**config.mk**
```make
export PLATFORM = sky130hd
export DESIGN_NAME = truth_table_sequencer
export DESIGN_NICKNAME = d
export VERILOG_FILES = /design/src/rtl/truth_table_sequencer.sv
export SDC_FILE = /design/constraint.sdc
export NUM_CORES = 1
export LEC_CHECK = 0
export CAP_MARGIN = 10
export CORE_MARGIN = 3
export CORE_UTILIZATION = 32
export CTS_BUF_LIST = sky130_fd_sc_hd__clkbuf_8
export DETAILED_ROUTE_END_ITERATION = 12
export PLACE_DENSITY = 0.5
export SYNTH_ARGS = -nofsm -noshare
export SYNTH_HDL_FRONTEND = slang
export SYNTH_SLANG_ARGS = --single-unit
```
**constraint.sdc**
```tcl
create_clock -name clk -period 2.5 [get_ports clk]
set_clock_uncertainty 0.2 [all_clocks]
set_input_delay 0.75 -clock clk [delete_from_list [all_inputs] [get_ports clk]]
set_output_delay 0.75 -clock clk [all_outputs]
set_load 0.05 [all_outputs]
```
**src/rtl/truth_table_sequencer.sv**
```systemverilog
// Clocked stimulus/response sweep for a 3-input combinational block: drives ABC 000..111,
// samples D after each hold, packs and checks the truth table. Optional macro: TT_FIRST_FAIL_EN.
module truth_table_sequencer #(
  parameter int HOLD_CYCLES = 20,
  parameter int CNT_W       = 16
) (
  input  logic       clk,
  input  logic       rst,
  input  logic       start,
  input  logic [7:0] exp_table,
  output logic       a,
  output logic       b,
  output logic       c,
  input  logic       d,
  output logic       busy,
  output logic       done,
  output logic       pass,
  output logic [7:0] table_out
`ifdef TT_FIRST_FAIL_EN
  ,
  output logic [2:0] first_fail_idx,
  output logic       first_fail_vld
`endif
);

  typedef enum logic [1:0] {
    IDLE = 2'd0,
    RUN  = 2'd1,
    DONE = 2'd2
  } state_e;

  localparam logic [CNT_W-1:0] HOLD_LAST = CNT_W'(HOLD_CYCLES - 1);

  state_e           state_q, state_d;
  logic [2:0]       vec_q, vec_d;
  logic [CNT_W-1:0] cnt_q, cnt_d;
  logic [7:0]       table_q, table_d;
  logic [7:0]       exp_q, exp_d;
  logic [2:0]       abc_q, abc_d;
  logic             busy_q, busy_d;
  logic             done_q, done_d;
  logic             pass_q, pass_d;
`ifdef TT_FIRST_FAIL_EN
  logic [2:0]       ff_idx_q, ff_idx_d;
  logic             ff_vld_q, ff_vld_d;
`endif

  always_comb begin
    state_d = state_q;
    vec_d   = vec_q;
    cnt_d   = cnt_q;
    table_d = table_q;
    exp_d   = exp_q;
    abc_d   = abc_q;
    busy_d  = busy_q;
    done_d  = done_q;
    pass_d  = pass_q;
`ifdef TT_FIRST_FAIL_EN
    ff_idx_d = ff_idx_q;
    ff_vld_d = ff_vld_q;
`endif
    case (state_q)
      IDLE, DONE: begin
        if (start) begin
          state_d = RUN;
          vec_d   = 3'd0;
          cnt_d   = '0;
          table_d = 8'h00;
          exp_d   = exp_table;
          abc_d   = 3'd0;
          busy_d  = 1'b1;
          done_d  = 1'b0;
          pass_d  = 1'b0;
`ifdef TT_FIRST_FAIL_EN
          ff_idx_d = 3'd0;
          ff_vld_d = 1'b0;
`endif
        end
      end
      RUN: begin
        if (cnt_q == HOLD_LAST) begin
          // End of hold: capture D for the current vector, then advance or finish.
          table_d[vec_q] = d;
          cnt_d          = '0;
`ifdef TT_FIRST_FAIL_EN
          if (!ff_vld_q && (d != exp_q[vec_q])) begin
            ff_idx_d = vec_q;
            ff_vld_d = 1'b1;
          end
`endif
          if (vec_q == 3'd7) begin
            state_d = DONE;
            busy_d  = 1'b0;
            done_d  = 1'b1;
            pass_d  = (table_d == exp_q);
            abc_d   = 3'd0;
          end else begin
            vec_d = vec_q + 3'd1;
            abc_d = vec_q + 3'd1;
          end
        end else begin
          cnt_d = cnt_q + CNT_W'(1);
        end
      end
      default: state_d = IDLE;
    endcase
  end

  always_ff @(posedge clk or posedge rst) begin
    if (rst) begin
      state_q <= IDLE;
      vec_q   <= 3'd0;
      cnt_q   <= '0;
      table_q <= 8'h00;
      exp_q   <= 8'h00;
      abc_q   <= 3'd0;
      busy_q  <= 1'b0;
      done_q  <= 1'b0;
      pass_q  <= 1'b0;
`ifdef TT_FIRST_FAIL_EN
      ff_idx_q <= 3'd0;
      ff_vld_q <= 1'b0;
`endif
    end else begin
      state_q <= state_d;
      vec_q   <= vec_d;
      cnt_q   <= cnt_d;
      table_q <= table_d;
      exp_q   <= exp_d;
      abc_q   <= abc_d;
      busy_q  <= busy_d;
      done_q  <= done_d;
      pass_q  <= pass_d;
`ifdef TT_FIRST_FAIL_EN
      ff_idx_q <= ff_idx_d;
      ff_vld_q <= ff_vld_d;
`endif
    end
  end

  assign a         = abc_q[2];
  assign b         = abc_q[1];
  assign c         = abc_q[0];
  assign busy      = busy_q;
  assign done      = done_q;
  assign pass      = pass_q;
  assign table_out = table_q;
`ifdef TT_FIRST_FAIL_EN
  assign first_fail_idx = ff_idx_q;
  assign first_fail_vld = ff_vld_q;
`endif

endmodule

```
==> summary.txt <==
SYNTHESIS
--------------------------------------------------------------------------------------
Fraction of registers with async set/reset                                        1.00
Sequential share of the synthesized area                                         0.456
Area fraction in and, or, nand and nor cells after synthesis                     0.262
Area share of fa/ha/maj cells after synthesis                                   0.0159
Warning count from the yosys run                                                     0
Post-synth cell types                                                               48
Mean area per synthesized cell                                               9.64 um^2
Number of flops mapped to enable cells by yosys                                      0
Number of storage elements in the synthesis netlist                                 43
Post-synth net total                                                               260
Post-Synthesis Cell Area                                                     2360 um^2
Largest family of logic cells by synthesized area                         simple AND/OR/NAND/NOR gates
Fraction of synthesized area in multiplexers                                    0.0297
Xor/xnor cell area share of the yosys netlist                                   0.0593
Most used flip-flop cell after synthesis                                       dfrtp_1
Number of standard cells after synthesis                                           245
Synthesized-area fraction occupied by ao, oa, aoi and oai cells                  0.144

STA
--------------------------------------------------------------------------------------
Clock period minus final worst setup slack                                     2.42 ns
Highest clock rate                                                             414 MHz
Final worst path period share                                                    0.967
Unrepaired setup endpoints after global routing                                     no
Actual slew at the worst max-slew pin                                         0.545 ns
Setup violations, final                                                              0
Final Hold Viols                                                                     0
Setup TNS Final                                                                   0 ns
Final Slew Violations                                                                0
Max transition margin                                                            0.635

PLACEMENT
--------------------------------------------------------------------------------------
Placed wire-length estimate after detailed placement                           4180 um
Global placer's final weighted congestion                                        0.817
# placed instances                                                                 370
Total cell area at the placement stage                                       2780 um^2
Port bufs                                                                           25

GLOBAL ROUTING
--------------------------------------------------------------------------------------
Overflow left after global routing                                                   0
Wire length of the first global-routing pass                                   9380 um
Pin count of the biggest net entering global routing                                33
Vias in the first global route                                                    1887
Total routing usage reported by global routing                                   0.140
Antenna violations before repair                                                     0

FINISH
--------------------------------------------------------------------------------------
Share of post-route cells with drive strength above 1                            0.145
Highest-count cells in the layout ignoring fill and taps                  46 x nand2_1, 43 x dfrtp_1, 21 x o21ai_0, 19 x clkdlybuf4s50_1, 16 x buf_4
Reg area                                                                     1080 um^2
Post-route cell area                                                         2870 um^2
Area of the multi-input gates                                                1210 um^2
Count of non-filler cells in the finished layout                                   378
Net count reported at finish                                                       296
Leading cell type in the layout, fill and taps excluded                        nand2_1
Number of antenna diodes                                                             0
Synthesis-to-layout area growth                                                  21.6%
Number of fill cells                                                               726

WORST SETUP PATH
--------------------------------------------------------------------------------------
Register-to-register path setup slack                                          0.29 ns
Startpoint Class                                                             flip-flop
Length in cells of the worst reg-to-reg path                                         6
Reg2reg start                                                             cnt_q[0]$_DFFE_PP0P_
Start-to-end type of the worst setup path                                 flip-flop to output port
Max stage delay cell, worst path                                          clkdlybuf4s50_1
CP Data Required Time                                                          1.55 ns
Worst setup path start                                                    abc_q[2]$_DFFE_PP0P_
Crit path largest cell delay                                                   0.81 ns
Sequence of cells on the critical path                                    clkdlybuf4s50_1
Reg2Reg Capture Point                                                     abc_q[0]$_DFFE_PP0P_
Worst path buffer plus inverter count                                                1
Critical Path Fanout Max                                                             2
Critical Path End Type                                                     output port
Data arrival at the endpoint of the critical path                              1.47 ns
Kind of cell adding the most delay to the critical path                   buffers and inverters

DRT
--------------------------------------------------------------------------------------
Antenna Nets Post-Route                                                              0
Wire length on met1                                                            2940 um
WL met3                                                                         264 um
Via Count                                                                         1886
DR WL met2                                                                     2420 um
DRC                                                                                  0
DRC violation total after the first TritonRoute iteration                           94
Number of iterations in the first detailed-routing pass                              4
Detailed-route wire length                                                     5670 um
Routed via count divided by cell count                                            4.99
Average wire per cell in the routed design                                     15.0 um
Top metal layer carrying routed signals                                           met4

CLOCK TREE
--------------------------------------------------------------------------------------
Number of buffers inserted by hold repair at cts                                     0
Max clock buf depth                                                                  2
Clock root buffer                                                             clkbuf_8
TritonCTS clock tree                                                               yes
Total clock buffers created by CTS                                                   5
Clock slew at the register clock pins of the worst setup and hold paths        0.08 ns
Clock network latency to the later pin of the worst-skew pair                  0.30 ns
Number of clock sinks seen by CTS                                                   43
H-tree depth                                                                         2

MIN PATH
--------------------------------------------------------------------------------------
Worst hold path depth                                                                1
Terminating pin of the worst hold path                                    abc_q[1]$_DFFE_PP0P_
Critical hold path startpoint                                             abc_q[1]$_DFFE_PP0P_
Worst min path class                                                      flip-flop to flip-flop

FLOW RUN
--------------------------------------------------------------------------------------
Number of max-capacitance violations reported                                        0

FLOORPLANNING
--------------------------------------------------------------------------------------
Die Footprint                                                                8450 um^2
Floorplan die height                                                           91.9 um
Top-level I/O count                                                                 26
Die Span X                                                                     91.9 um
Placement row count                                                                 30
Effective utilization at floorplan                                               0.338
Total core area                                                              6980 um^2

POWER AND IR DROP
--------------------------------------------------------------------------------------
P per Cell Area                                                            828 nW/um^2
Peak ir drop on the vdd network                                               0.249 mV
Overall power of the completed layout                                          2.38 mW
Leakage power figure                                                           1.28 nW

OUTCOME
--------------------------------------------------------------------------------------
Run status                                                                finished clean

sequential cells by signal, summed over array words and instances, names as in the netlist:
signal,cells
vec_q,3
pass,1
table_out,8
busy,1
state_q,2
exp_q,8
done,1
cnt_q,16
abc_q,3
per-stage QoR:
step	util	setup slack (ns)	hold WS (ns)
CTS	0.410	0.0236	0.288
global route	0.411	0.0130	0.320
global placement	0.398	-0.157	0.267
floorplan	-	0.409	0.266
finish	0.411	0.0826	0.283
detailed placement	0.398	-0.147	0.268
report_power, final:
group	internal [mW]	total (mW)	switching, mW
sequential	0.853	1.04	0.183
combinational	0.382	0.894	0.511
clock	0.192	0.448	0.256
area by class of cell:
class                      count  share of cell area
clock buffer                   5              0.0240
sequential                    43               0.375
clock inverter                 3             0.00566
timing repair buffer          37               0.119
tap                           96              0.0418
inverter                      10              0.0131
multi-input combinational    184               0.421
cells in the mapped netlist (all sizes together) (2+ instances only):
master,instances,area share
nand3,7,0.015
nand3b,3,0.0095
dfrtp,43,0.46
a21o,5,0.016
xnor2,8,0.030
a21oi,6,0.013
nor4,4,0.023
nor3b,4,0.015
nor3,10,0.023
and3,2,0.0058
nand2,47,0.076
nor2,11,0.021
nand4,9,0.033
xor2,8,0.030
o21ai,26,0.061
nand2b,3,0.0079
inv,10,0.016
clkbuf,2,0.0032
ha,3,0.016
mux2i,7,0.030
o22ai,4,0.011
buf,6,0.015
nor4b,2,0.020
a22o,3,0.011
cells by family after synthesis:
logic type | Yosys count
buf+inv | 18
flops | 43
compound gates | 52
mux | 7
xor+xnor | 16
simple gates | 106
fa+ha+maj | 3
layer usage:
metal | up-vias | global-route usage
met5 | - | 0
met4 | 0 | 0.0384
met3 | 2 | 0.0410
met2 | 43 | 0.198
met1 | 904 | 0.207
li1 | 937 | -
how the worst max path moves through the flow:
stage | endpoint | slack (ns) | depth (start not counted)
after floorplan | pass$_DFFE_PP0P_ | 0.41 | 6
after global routing | pass$_DFFE_PP0P_ | 0.01 | 7
final | a | 0.08 | 1
after global placement | pass$_DFFE_PP0P_ | -0.16 | 5
after detailed placement | table_out[2]$_DFFE_PP0P_ | -0.15 | 5
after CTS | table_out[4] | 0.02 | 1
what timing repair did:
item / 4_1_cts / 5_1_grt
setup buffers: 0 / 0
resized for setup: 0 / 2
endpoints found under the setup margin: 0 / 4
No activity file was read; power rests on OpenSTA's default activity.
